`src/rtl/parse_big_field_table_a2_if.sv`:
```
// AXI-stream bundle shared by the field parser's input and output ports.
// The modports are master (drives the stream) and slaver (receives it); slave is an alias of slaver.
interface axi_stream_inf #(
   parameter int unsigned DSIZE = 8
);
   localparam int unsigned KSIZE = (DSIZE + 7) / 8;

   logic             axis_tvalid;
   logic             axis_tready;
   logic [DSIZE-1:0] axis_tdata;
   logic [KSIZE-1:0] axis_tkeep;
   logic             axis_tlast;

   modport master (
      output axis_tvalid,
      output axis_tdata,
      output axis_tkeep,
      output axis_tlast,
      input  axis_tready
   );

   modport slaver (
      input  axis_tvalid,
      input  axis_tdata,
      input  axis_tkeep,
      input  axis_tlast,
      output axis_tready
   );

   modport slave (
      input  axis_tvalid,
      input  axis_tdata,
      input  axis_tkeep,
      input  axis_tlast,
      output axis_tready
   );
endinterface

```
`src/rtl/parse_big_field_table_a2.sv`:
```
// Big-field parser: captures the first FIELD_LEN beats of each AXI-stream frame into a parallel
// register array and forwards the frame either whole (MODE "PASS") or with the field stripped
// (MODE "STRIP").
// Optional feature: define BIG_FIELD_ERR_CNT_EN to add a saturating 16-bit short-frame counter
// on output err_cnt.
module parse_big_field_table_a2 #(
   parameter int unsigned DSIZE      = 8,
   parameter int unsigned FIELD_LEN  = 128,
   parameter string       MODE       = "PASS",
   parameter string       FIELD_NAME = "Big Field"
) (
   input  logic                            aclk,
   input  logic                            aresetn,
   input  logic                            enable,
   output logic [FIELD_LEN-1:0][DSIZE-1:0] value,
   output logic                            out_valid,
   output logic                            short_err,
`ifdef BIG_FIELD_ERR_CNT_EN
   output logic [15:0]                     err_cnt,
`endif
   axi_stream_inf.slaver                   cm_tb_s,
   axi_stream_inf.master                   cm_tb_m
);

   localparam int unsigned   CW      = $clog2(FIELD_LEN + 1);
   localparam bit            Strip   = (MODE == "STRIP");
   localparam logic [CW-1:0] LastIdx = CW'(FIELD_LEN - 1);
   localparam logic [CW-1:0] FullCnt = CW'(FIELD_LEN);

   // Elaboration-time guard on the field length range.
   if (FIELD_LEN < 1 || FIELD_LEN > 1024) begin : g_bad_field_len
      $error("%s: FIELD_LEN must be 1..1024", FIELD_NAME);
   end

   typedef enum logic [1:0] {
      StIdle,
      StField,
      StBody,
      StBypass
   } state_e;

   state_e                          state_q, state_d;
   logic [CW-1:0]                   cnt_q, cnt_d;
   logic [FIELD_LEN-1:0][DSIZE-1:0] value_q;
   logic                            out_valid_q;
   logic                            short_err_q;

   logic s_ready;
   logic beat;
   logic first_beat;
   logic in_field;
   logic field_beat;
   logic field_done;
   logic short_hit;

   // In IDLE, enable decides whether the arriving first beat already belongs to a field.
   assign in_field   = (state_q == StField) || ((state_q == StIdle) && enable);
   assign beat       = cm_tb_s.axis_tvalid && s_ready;
   assign first_beat = beat && (state_q == StIdle);
   assign field_beat = beat && in_field;
   assign field_done = field_beat && (cnt_q == LastIdx);
   // Frame ended with fewer than FIELD_LEN beats captured.
   assign short_hit  = field_beat && cm_tb_s.axis_tlast && (cnt_q < LastIdx);

   // Stream path: pure passthrough, except STRIP swallows field beats without back-pressure.
   always_comb begin
      cm_tb_m.axis_tdata  = cm_tb_s.axis_tdata;
      cm_tb_m.axis_tkeep  = cm_tb_s.axis_tkeep;
      cm_tb_m.axis_tlast  = cm_tb_s.axis_tlast;
      cm_tb_m.axis_tvalid = cm_tb_s.axis_tvalid;
      s_ready             = cm_tb_m.axis_tready;
      if (Strip && in_field) begin
         cm_tb_m.axis_tvalid = 1'b0;
         s_ready             = 1'b1;
      end
   end

   assign cm_tb_s.axis_tready = s_ready;

   // Next-state and beat-counter logic; the counter saturates at FIELD_LEN.
   always_comb begin
      state_d = state_q;
      cnt_d   = cnt_q;
      if (beat) begin
         if (cm_tb_s.axis_tlast) begin
            state_d = StIdle;
            cnt_d   = '0;
         end else begin
            if (cnt_q != FullCnt) begin
               cnt_d = cnt_q + CW'(1);
            end
            case (state_q)
               StIdle: begin
                  if (!enable) begin
                     state_d = StBypass;
                  end else if (field_done) begin
                     state_d = StBody;
                  end else begin
                     state_d = StField;
                  end
               end
               StField: begin
                  if (field_done) begin
                     state_d = StBody;
                  end
               end
               default: state_d = state_q;
            endcase
         end
      end
   end

   // FSM state and beat counter registers.
   always_ff @(posedge aclk or negedge aresetn) begin
      if (!aresetn) begin
         state_q <= StIdle;
         cnt_q   <= '0;
      end else begin
         state_q <= state_d;
         cnt_q   <= cnt_d;
      end
   end

   // Field capture: beat at counter index i lands in value[i]; nothing is shifted.
   always_ff @(posedge aclk or negedge aresetn) begin
      if (!aresetn) begin
         value_q <= '0;
      end else if (field_beat) begin
         for (int i = 0; i < int'(FIELD_LEN); i++) begin
            if (cnt_q == CW'(i)) begin
               value_q[i] <= cm_tb_s.axis_tdata;
            end
         end
      end
   end

   // Field-valid flag: completion wins over the clear when FIELD_LEN is 1.
   always_ff @(posedge aclk or negedge aresetn) begin
      if (!aresetn) begin
         out_valid_q <= 1'b0;
      end else if (field_done) begin
         out_valid_q <= 1'b1;
      end else if (first_beat && enable) begin
         out_valid_q <= 1'b0;
      end
   end

   // Short-frame error pulse, one cycle after the offending tlast beat.
   always_ff @(posedge aclk or negedge aresetn) begin
      if (!aresetn) begin
         short_err_q <= 1'b0;
      end else begin
         short_err_q <= short_hit;
      end
   end

`ifdef BIG_FIELD_ERR_CNT_EN
   logic [15:0] err_cnt_q;

   // Saturating count of short-frame pulses.
   always_ff @(posedge aclk or negedge aresetn) begin
      if (!aresetn) begin
         err_cnt_q <= '0;
      end else if (short_err_q && (err_cnt_q != 16'hFFFF)) begin
         err_cnt_q <= err_cnt_q + 16'd1;
      end
   end

   assign err_cnt = err_cnt_q;
`endif

   assign value     = value_q;
   assign out_valid = out_valid_q;
   assign short_err = short_err_q;

endmodule

```
`src/flat_wrapper.sv`:
```
// flat-port wrapper written by rule: the top's interface ports become plain ports
module parse_big_field_table_a2_flat 
#(
   parameter int unsigned DSIZE      = 8,
   parameter int unsigned FIELD_LEN  = 128,
   parameter string       MODE       = "    ",
   parameter string       FIELD_NAME = "         "
)
  (aclk, aresetn, enable, value, out_valid, short_err, cm_tb_s_axis_tvalid, cm_tb_s_axis_tdata, cm_tb_s_axis_tkeep, cm_tb_s_axis_tlast, cm_tb_s_axis_tready, cm_tb_m_axis_tvalid, cm_tb_m_axis_tdata, cm_tb_m_axis_tkeep, cm_tb_m_axis_tlast, cm_tb_m_axis_tready);
  axi_stream_inf #(.DSIZE(DSIZE)) cm_tb_s_i ();
  axi_stream_inf #(.DSIZE(DSIZE)) cm_tb_m_i ();
  input  logic aclk;
  input  logic aresetn;
  input  logic enable;
  output logic [FIELD_LEN-1:0][DSIZE-1:0] value;
  output logic out_valid;
  output logic short_err;
  input wire logic [$bits(cm_tb_s_i.axis_tvalid)-1:0] cm_tb_s_axis_tvalid;
  input wire logic [$bits(cm_tb_s_i.axis_tdata)-1:0] cm_tb_s_axis_tdata;
  input wire logic [$bits(cm_tb_s_i.axis_tkeep)-1:0] cm_tb_s_axis_tkeep;
  input wire logic [$bits(cm_tb_s_i.axis_tlast)-1:0] cm_tb_s_axis_tlast;
  output wire logic [$bits(cm_tb_s_i.axis_tready)-1:0] cm_tb_s_axis_tready;
  output wire logic [$bits(cm_tb_m_i.axis_tvalid)-1:0] cm_tb_m_axis_tvalid;
  output wire logic [$bits(cm_tb_m_i.axis_tdata)-1:0] cm_tb_m_axis_tdata;
  output wire logic [$bits(cm_tb_m_i.axis_tkeep)-1:0] cm_tb_m_axis_tkeep;
  output wire logic [$bits(cm_tb_m_i.axis_tlast)-1:0] cm_tb_m_axis_tlast;
  input wire logic [$bits(cm_tb_m_i.axis_tready)-1:0] cm_tb_m_axis_tready;
  assign cm_tb_s_i.axis_tvalid = cm_tb_s_axis_tvalid;
  assign cm_tb_s_i.axis_tdata = cm_tb_s_axis_tdata;
  assign cm_tb_s_i.axis_tkeep = cm_tb_s_axis_tkeep;
  assign cm_tb_s_i.axis_tlast = cm_tb_s_axis_tlast;
  assign cm_tb_s_axis_tready = cm_tb_s_i.axis_tready;
  assign cm_tb_m_axis_tvalid = cm_tb_m_i.axis_tvalid;
  assign cm_tb_m_axis_tdata = cm_tb_m_i.axis_tdata;
  assign cm_tb_m_axis_tkeep = cm_tb_m_i.axis_tkeep;
  assign cm_tb_m_axis_tlast = cm_tb_m_i.axis_tlast;
  assign cm_tb_m_i.axis_tready = cm_tb_m_axis_tready;
  parse_big_field_table_a2 #(.DSIZE(DSIZE), .FIELD_LEN(FIELD_LEN), .MODE(MODE), .FIELD_NAME(FIELD_NAME)) u_core (.aclk(aclk), .aresetn(aresetn), .enable(enable), .value(value), .out_valid(out_valid), .short_err(short_err), .cm_tb_s(cm_tb_s_i), .cm_tb_m(cm_tb_m_i));
endmodule
```
`config.mk`:
```
export PLATFORM = sky130hd
export DESIGN_NAME = parse_big_field_table_a2_flat
export DESIGN_NICKNAME = d
export VERILOG_FILES = /design/src/rtl/parse_big_field_table_a2_if.sv /design/src/rtl/parse_big_field_table_a2.sv /design/src/flat_wrapper.sv
export SDC_FILE = /design/constraint.sdc
export NUM_CORES = 1
export LEC_CHECK = 0
export CORE_AREA = 2 2 412 414
export DETAILED_ROUTE_END_ITERATION = 8
export DIE_AREA = 0 0 414 416
export PLACE_DENSITY_LB_ADDON = 0.05
export SLEW_MARGIN = 40
export SYNTH_ARGS = -nofsm -noshare
export SYNTH_HDL_FRONTEND = slang
export SYNTH_SLANG_ARGS = --single-unit
```
`constraint.sdc`:
```
create_clock -name aclk -period 2.65 [get_ports aclk]
set_clock_uncertainty 0.2 [all_clocks]
set_input_delay 0.53 -clock aclk [delete_from_list [all_inputs] [get_ports aclk]]
set_output_delay 0.53 -clock aclk [all_outputs]
set_load 0.02 [all_outputs]
```
**Word level (Yosys, flattened, before mapping)**

Cells that the tools add are included.

- Bits in registers: 1036
- Output and inout bits: 1038

- Add/sub/neg operators: 1
- $lt $le $gt $ge: 1
- Equal/unequal tests: 130
- Multiplexer cells: 9
- Reduce and logical (&&, ||, !) cells: 144

Operators with widths:

| operator | count |
|---|---|
| $eq 8x7->1 const B | 64 |
| $reduce_and 2->1 | 129 |
| $eq 8x6->1 const B | 32 |
| $eq 8x5->1 const B | 16 |
| $eq 8x4->1 const B | 8 |
| $eq 8x3->1 const B | 4 |
| $eq 8x2->1 const B | 2 |
| $mux 8 | 2 |
| $add 8x1->8 const B | 1 |
| $eq 8x1->1 const B | 1 |
| $logic_and 1x1->1 | 8 |
| $logic_not 8->1 | 1 |
| $lt 8x7->1 const B | 1 |
| $mux 2 | 4 |
| $ne 8x8->1 const B | 1 |
| $pmux 2 s2 | 1 |
| $reduce_bool 2->1 | 2 |
| $ne 3x2->1 const B | 1 |
| $reduce_and 3->1 | 1 |
| $reduce_bool 3->1 | 1 |
| $eq 2x1->1 const B | 1 |
| $logic_not 2->1 | 1 |
| $mux 1 | 2 |
| $logic_or 1x1->1 | 1 |

**Logic depth before layout (Yosys ltp)**

Gate-level depths: netlist (run 1).

- Depth after elaboration: 9
- Mapped depth: 6

**Worst setup path before layout (run 1)**

OpenSTA, ideal clock, no wires.

- Path type: register -> register
- Start: register u_core.cnt_q[0]
- End: register u_core.value_q (netlist bit u_core.value[768])
- Setup time: 0.125 ns
- Arrival: 2.358 ns
- Path slack: -0.032 ns
- Stages on the path, launching flop included: 7
- Buffers on the path: 1
- Period minus slack after synthesis: 2.682 ns
- Cell sequence: dfrtp_1 > inv_1 > ha_1 > or3b_2 > buf_2 > nor4_2 > mux2_2

- Word-level cells in the longest chain between the ends: 2

RTL lines:

| item | line | text |
|---|---|---|
| start: declaration | parse_big_field_table_a2.sv:43 | `logic [CW-1:0] cnt_q, cnt_d;` |
| start signal: assignment | parse_big_field_table_a2.sv:120 | `cnt_q <= cnt_d;` |
| $eq 8x7->1 | parse_big_field_table_a2.sv:130 | `if (cnt_q == CW'(i)) begin` |
| $reduce_and 2->1 (no line) | -- |  |
| end signal: indexed assignment | parse_big_field_table_a2.sv:131 | `value_q[i] <= cm_tb_s.axis_tdata;` |
| end: declaration | parse_big_field_table_a2.sv:44 | `logic [FIELD_LEN-1:0][DSIZE-1:0] value_q;` |

Every way passes these cells.
A chain may end at the register's enable or synchronous reset.

**Worst setup path after layout (run 1)**

- Start: input cm_tb_m_axis_tready
- End: output cm_tb_s_axis_tready

RTL lines:

| item | line | text |
|---|---|---|
| start: declaration | flat_wrapper.sv:27 | `input wire logic [$bits(cm_tb_m_i.axis_tready)-1:0] cm_tb_m_axis_tready;` |
| end: declaration | flat_wrapper.sv:22 | `output wire logic [$bits(cm_tb_s_i.axis_tready)-1:0] cm_tb_s_axis_tready;` |

No word-level cell between the ends.

==> results of run 1 <==
layer usage:
| layer | share of wire (%) | GRT usage [%] |
|---|---|---|
| met1 | 38 | 22.8 |
| met4 | 3.3 | 6.95 |
| met3 | 7.1 | 6.69 |
| met2 | 51 | 35.8 |
| met5 | 0 | 0 |
cells in the mapped netlist (2+ instances only):
library cell	instances
buf_1	5
o211ai_1	2
buf_2	39
o311a_1	2
buf_6	5
buf_4	19
o21ai_0	4
nand3_2	3
or3_1	2
nor2_1	5
nor4_2	30
mux2_4	24
mux2_1	9
buf_12	2
nor4_4	98
nand4bb_1	3
mux2i_1	2
nor3_1	2
mux2_2	992
nand3_1	6
or4b_1	2
or4_1	3
nand2_1	6
dfrtp_1	1036
or3b_2	6
inv_1	4
ha_1	4
clkbuf_1	121
nand3b_1	10
worst paths after layout:
| kind | startpoint | to | slack (ns) | cells past startpoint |
|---|---|---|---|---|
| max | cm_tb_m_axis_tready | cm_tb_s_axis_tready | 0.07 | 3 |
| min | aresetn | u_core.value[267]$_DFFE_PN0P_ | 0.08 | 2 |
| max reg2reg | u_core.state_q[1]$_DFFE_PN0P_ | u_core.value[936]$_DFFE_PN0P_ | 0.09 | 6 |
| min reg2reg | u_core.value[989]$_DFFE_PN0P_ | u_core.value[989]$_DFFE_PN0P_ | 0.30 | 1 |
| max in group asynchronous | aresetn | u_core.value[661]$_DFFE_PN0P_ | 1.15 | 3 |
| min in group aclk | cm_tb_s_axis_tdata[7] | u_core.value[223]$_DFFE_PN0P_ | 0.14 | 3 |
power by group through the flow:
stage / sequential [mW] / clock [mW] / combinational, mW
6_report: 17.4 / 18.2 / 6.66
3_3_place_gp: 17.6 / 0 / 6.83
3_5_place_dp: 17.7 / 0 / 6.85
4_1_cts: 17.4 / 18.9 / 6.82
2_1_floorplan: 18.8 / 0 / 1.73
5_1_grt: 17.5 / 19.5 / 7.01
area by class of cell:
| class | instances | area share, % |
|---|---|---|
| antenna | 2 | 0.00809 |
| clock buffer | 195 | 6.20 |
| clock inverter | 44 | 0.932 |
| inverter | 4 | 0.0243 |
| multi-input combinational | 1229 | 23.9 |
| sequential | 1036 | 41.9 |
| tap | 2218 | 4.48 |
| timing repair buffer | 1324 | 22.5 |
sequential cells by signal (all words and copies together) (netlist names):
register,flops
u_core.short_err,1
u_core.state_q,2
u_core.value,1024
u_core.out_valid,1
u_core.cnt_q,8
logic make-up (layout without fill, tap and decap cells):
family / after synthesis / count (layout) / share of synthesized area, %
adders and majority gates: 4 / 4 / 0.121
DFF: 1036 / 1036 / 62.5
muxes: 1027 / 1027 / 28.1
other: 0 / 2 / 0
and+or+nand+nor: 185 / 185 / 6.90
AOI/OAI and AO/OA: 13 / 13 / 0.235
buffers and inverters: 195 / 1567 / 2.22
what timing repair did:
| action | in CTS | in global routing |
|---|---|---|
| hold buffers | 4 | 0 |
| gates resized for setup | 131 | 15 |
| pin swaps | 1 | 1 |
| endpoints found under the hold margin | 438 | 0 |
| setup endpoints to repair | 146 | 52 |
through the flow:
step                      utilization [%]  TNS (ns)  cell area (sq um)  total power, mW  instances
after floorplan                         -         0              41500             20.5       2460
after global placement               34.2   -367.40              57500             24.5       5807
after detailed placement             34.2   -299.89              57500             24.5       5807
after CTS                            36.8         0              61800             43.1       6050
after global routing                 36.8         0              61900             44.0       6051
final                                36.8         0              61900             42.3       6052
critical path, cell delays in order:
cell             delay [ns]
clkdlybuf4s50_1        0.50
buf_4                  0.20
clkdlybuf4s50_1        0.63
==> metrics.md, run 1 <==
| Metric | Value |
|---|---|
| Largest net degree at the start of global routing | `~80` |
| Io pins | `1,053` |
| Post-CTS Setup Repair Bufs | `0` |
| Final WS setup | `0.0653 ns` |
| Average wire per standard cell | `approximately 29 um` |
| ANT nets after route | `0` |
| Share of layout cells above drive strength 1 | `43.1%` |
| Post-Syn Area | `approximately 0.042 sq mm` |
| Sequential fraction of design power | `41.2%` |
| Fin Hold WS | `slightly above 0.08 ns` |
| CTS tree | `built` |
| Most common cell after layout, fill and taps aside | `dfrtp_1` |
| Switch Pwr | `about 12 mW` |
| Fin nets | `roughly 3,700` |
| Period minus WS final | `2.58 ns` |
| Final setup fails | `0` |
| Combinational power share | `~16%` |
| Core Area | `roughly 0.17 sq mm` |
| Internal power | `~30 mW` |
| P_leak | `28.3 nW` |
| Most frequent cells in the layout | `dfrtp_1 (1,035), mux2_2 (992), clkdlybuf4s50_1 (901)` |
| Synth area leaders | `dfrtp_1 (62%), mux2_2 (27%), nor4_4 (5.0%), clkbuf_1 (1.1%), nor4_2 (0.90%)` |
| Worst EP arrival | `approximately 1.9 ns` |
| Pwr dens | `just under 700 mW/mm^2` |
| Full die area | `0.172 sq mm` |
| GR Overflow Total | `0` |
| Startpoint Class | `input pin` |
| Layout Area Growth over Synthesis | `49.1%` |
| Reg area | `~0.026 sq mm` |
| Critical path fanouts, max | `7` |
| CP Data Required Time | `around 1.9 ns` |
| Status | `complete, no violations` |
| Max frequency | `~390 MHz` |
| Fill count | `between 15,000 and 20,000` |
| Horiz. Die Dim | `414 um` |
| Post-synth EDFFs | `0` |
| Port bufs | `about 1,100` |
| Initial core utilization | `24.7%` |
| Ys flop type | `dfrtp_1` |
| Post-synth top area share | `62.5%` |
| Rel. slew slack | `between 50 and 60%` |
| Clock network power share | `43.1%` |
| Area of the multi-input gates | `0.0148 sq mm` |
| Num rows | `between 150 and 200` |
| Critical Path Sink Type | `output port` |
| Total Wirelength | `176,000 um` |
| Mapped Avg Cell Area | `roughly 17 sq um` |
| Max Slew Vio Count | `0` |
| Root buffer cell | `clkbuf_16` |
| Number of global-route vias before repair | `29,461` |
| Max VDD drop | `0.651 mV` |
| Dpl hpwl | `roughly 130,000 um` |
| Maximum root-to-sink buffer count | `3` |
| Initial antenna violation count | `2` |
| Crit path kind | `input pin to output port` |
| Clock buffer count from CTS | `131` |
| Die Y | `around 420 um` |
| DRT iter0 DRCs | `1,216` |
| Ys Warns | `0` |
| Sink Count | `1,036` |
| Final Hold Viols | `0` |
| Clk_lat worst skew | `roughly 0.78 ns` |
| Residual DRC | `0` |
| GRT Total Usage | `20.3%` |
| DR pass1 iterations | `4` |
| Post-synth net total | `roughly 2,500` |
| RSZ-0062 raised after global routing | `false` |
| Pre-CTS setup slack | `-0.492 ns` |
| Dominant cell type by area after synthesis | `dfrtp_1` |
| CTS H-Tree Depth | `4` |
| Register area share after synthesis | `roughly 62%` |
| First-pass GRT wire length | `between 200,000 and 250,000 um` |
| Post-synth ARST share | `100%` |
| Switching Fraction | `28.2%` |
| Number of synthesized register bits | `around 1,000` |
| Maxcap violations | `0` |
| Vias per inst | `~4.4` |
| Gate Count Post-Synth | `~2,500` |
| Worst min-delay path category | `input pin to async pin` |
| Clk pin slew, worst setup/hold paths | `~0.060 ns` |
| Synth unique cells | `43` |
| Slew @ Worst Pin | `about 0.7 ns` |
| Final Cycle Share | `~100%` |
| Via count | `~27,000` |
| Final Wtd Congestion | `slightly below 0.8` |
No activity file was read; power rests on OpenSTA's default activity.
==> run 2: changes to the inputs <==
Settings changed: CORE_AREA 2 2 412 414 to 2 2 415 417, DIE_AREA 0 0 414 416 to 0 0 417 419.
==> metrics.md, run 2 (synthesis results as in run 1) <==
| Metric | Value |
|---|---|
| Internal power | `30.2 mW (-0.48%)` |
| Total power | `41.8 mW (-1.0%)` |
| Sequential fraction of design power | `41.6% (+0.4 points)` |
| RSZ-0062 raised after global routing | `false` |
| Initial core utilization | `24.3% (-0.35 points)` |
| Initial antenna violation count | `2 (unchanged)` |
| DRT iter0 DRCs | `1,041 (-14%)` |
| Placed Cells incl. Taps | `5,825 (+0.31%)` |
| GRT Total Usage | `19.8% (-0.42 points)` |
| ANT nets after route | `0 (unchanged)` |
| Fin cells | `6,055 (+0.050%)` |
| Core Area | `0.171 sq mm (+1.5%)` |
| DR pass1 iterations | `4 (unchanged)` |
| Number of global-route vias before repair | `29,191 (-0.92%)` |
| Clock network power share | `42.2% (-0.9 points)` |
| Combinational power share | `16.2% (+0.4 points)` |
| Final Cycle Share | `97.4% (-0.17 points)` |
| Startpoint Class | `input pin` |
| Worst r2r dst | `u_core.value[618]$_DFFE_PN0P_` |
| Vias per inst | `4.44 (+0.49%)` |
| Clk_lat worst skew | `0.75 ns (-0.03 ns)` |
| Switching Fraction | `27.8% (-0.38 points)` |
| Total Wirelength | `176,000 um (about the same)` |
| Layout Area Growth over Synthesis | `49.1% (about the same)` |
| Via count | `26,872 (+0.54%)` |
| Num rows | `152 (+0.66%)` |
| Sink Count | `1,036 (unchanged)` |
| Crit path kind | `input pin to output port` |
| Root buffer cell | `clkbuf_16` |
| Slew @ Worst Pin | `0.781 ns (+0.0797 ns)` |
| Pwr dens | `676 mW/mm^2 (-1.0%)` |
| Layout Utilization | `36.3% (-0.52 points)` |
| Maxcap violations | `0 (unchanged)` |
| Clock buffer count from CTS | `130 (-0.76%)` |
| CTS H-Tree Depth | `4 (unchanged)` |
| Share of layout cells above drive strength 1 | `43.0% (-0.11 points)` |
| Switch Pwr | `11.6 mW (-2.3%)` |
| Maximum root-to-sink buffer count | `3 (unchanged)` |
| CP Data Required Time | `1.92 ns (about the same)` |
| Status | `complete, no violations` |
| CTS tree | `built` |
| Port bufs | `1,050 (unchanged)` |
| Clk pin slew, worst setup/hold paths | `0.05 ns (about the same)` |
| Max VDD drop | `0.632 mV (-3.0%)` |
| Horiz. Die Dim | `417 um (+0.72%)` |
| RR Startpoint | `u_core.cnt_q[7]$_DFFE_PN0P_` |
| Average wire per standard cell | `29.1 um (about the same)` |
| Dpl hpwl | `126,000 um (+0.26%)` |
| Fin Hold WS | `0.162 ns (+0.0794 ns)` |
| Fill count | `16,174 (+0.83%)` |
| Critical path fanouts, max | `7 (unchanged)` |
| Worst min-delay path category | `input pin to async pin` |
| First-pass GRT wire length | `245,000 um (-1.2%)` |
| R2r setup slk | `0.14 ns (+0.05 ns)` |
| Reg2reg path depth | `5 (-1)` |
| Most common cell after layout, fill and taps aside | `dfrtp_1` |
| Worst EP arrival | `1.85 ns (about the same)` |
| GR Overflow Total | `0 (unchanged)` |
| Residual DRC | `0 (unchanged)` |
| Setup TNS | `0 ns (unchanged)` |
| Critical Path Sink Type | `output port` |
| Die Y | `419 um (+0.72%)` |
| Full die area | `0.175 sq mm (+1.5%)` |
| Io pins | `1,053 (unchanged)` |
| Rel. slew slack | `48.0% (-5.3 points)` |
| Most frequent cells in the layout | `dfrtp_1 (1,036), mux2_2 (992), clkdlybuf4s50_1 (983)` |
| Largest net degree at the start of global routing | `72 (-12%)` |
| Fin nets | `3,749 (+0.11%)` |
| P_leak | `27.8 nW (-1.7%)` |
| Final Wtd Congestion | `0.772 (-1.9%)` |
| Max reg flops | `1,024 (unchanged)` |
| Final Hold Viols | `0 (unchanged)` |
| Max Slew Vio Count | `0 (unchanged)` |
| Period minus WS final | `2.58 ns (-0.00444 ns)` |
| Final setup fails | `0 (unchanged)` |
| Max frequency | `388 MHz (+0.17%)` |
[run 2: cell count changes in the layout (fill, tap and decap cells not counted), sizes merged]
cell,before,now
clkdlybuf4s50,901,983
dlygate4sd2,130,52
clkinv,26,14
clkbuf,195,202
buf,280,286
inv,12,6
dlymetal6s2s,9,4
bufinv,7,4
clkinvlp,3,1
diode,2,1
[run 2: how the worst max path moves through the flow]
stage	slack [ns]	start	end	depth (start not counted)
6_report	0.07	cm_tb_s_axis_tvalid	cm_tb_m_axis_tvalid	3
5_1_grt	0.003	u_core.value[766]$_DFFE_PN0P_	value[766]	1
4_1_cts	0.001	u_core.value[964]$_DFFE_PN0P_	value[964]	1
3_5_place_dp	-0.36	cm_tb_m_axis_tready	u_core.value[1018]$_DFFE_PN0P_	7
3_3_place_gp	-0.40	cm_tb_m_axis_tready	u_core.value[1018]$_DFFE_PN0P_	7
2_1_floorplan	0.0004	u_core.cnt_q[0]$_DFFE_PN0P_	u_core.value[784]$_DFFE_PN0P_	6
[run 2: area by class of cell]
cell class / instances / area, sq um / area share (%)
sequential: 1036 / 25900 / 41.9
inverter: 4 / 15.0 / 0.0243
timing repair buffer: 1329 / 14200 / 22.9
antenna: 1 / 2.50 / 0.00404
multi-input combinational: 1229 / 14800 / 23.8
tap: 2233 / 2790 / 4.51
clock buffer: 202 / 3970 / 6.41
clock inverter: 21 / 256 / 0.414
[run 2: through the flow]
step / area [sq um] / worst slack [ns]
2_1_floorplan: 41500 / 0.000357
3_3_place_gp: 57600 / -0.401
3_5_place_dp: 57700 / -0.356
4_1_cts: 61900 / 0.000963
5_1_grt: 61900 / 0.00268
6_report: 61900 / 0.0698
[run 2: power groups by stage]
| stage | Sequential [mW] | Combinational [mW] | Clock (mW) |
|---|---|---|---|
| 4_1_cts | 17.4 | 6.97 | 18.3 |
| 3_5_place_dp | 17.7 | 6.97 | 0 |
| 6_report | 17.4 | 6.80 | 17.7 |
| 3_3_place_gp | 17.6 | 6.92 | 0 |
| 2_1_floorplan | 18.8 | 1.73 | 0 |
| 5_1_grt | 17.5 | 7.13 | 19.0 |
[run 2: repair_timing]
action | CTS | global route
pin swaps | 0 | 2
gates resized for setup | 52 | 6
hold buffers | 4 | 0
hold endpoints to repair | 32 | 0
buffers inserted | 0 | 2
endpoints found under the setup margin | 52 | 36
[run 2: layer usage]
layer / vias up / global-route usage (%) / wire length, um
li1: 11412 / - / -
met1: 14437 / 22.1 / 66700
met2: 795 / 35.5 / 91600
met3: 226 / 5.73 / 11100
met4: 2 / 7.53 / 6610
met5: - / 0 / 12
[run 2: critical path, stage by stage]
cell             delay, ns
clkdlybuf4s50_1       0.50
buf_4                 0.19
clkdlybuf4s50_1       0.63
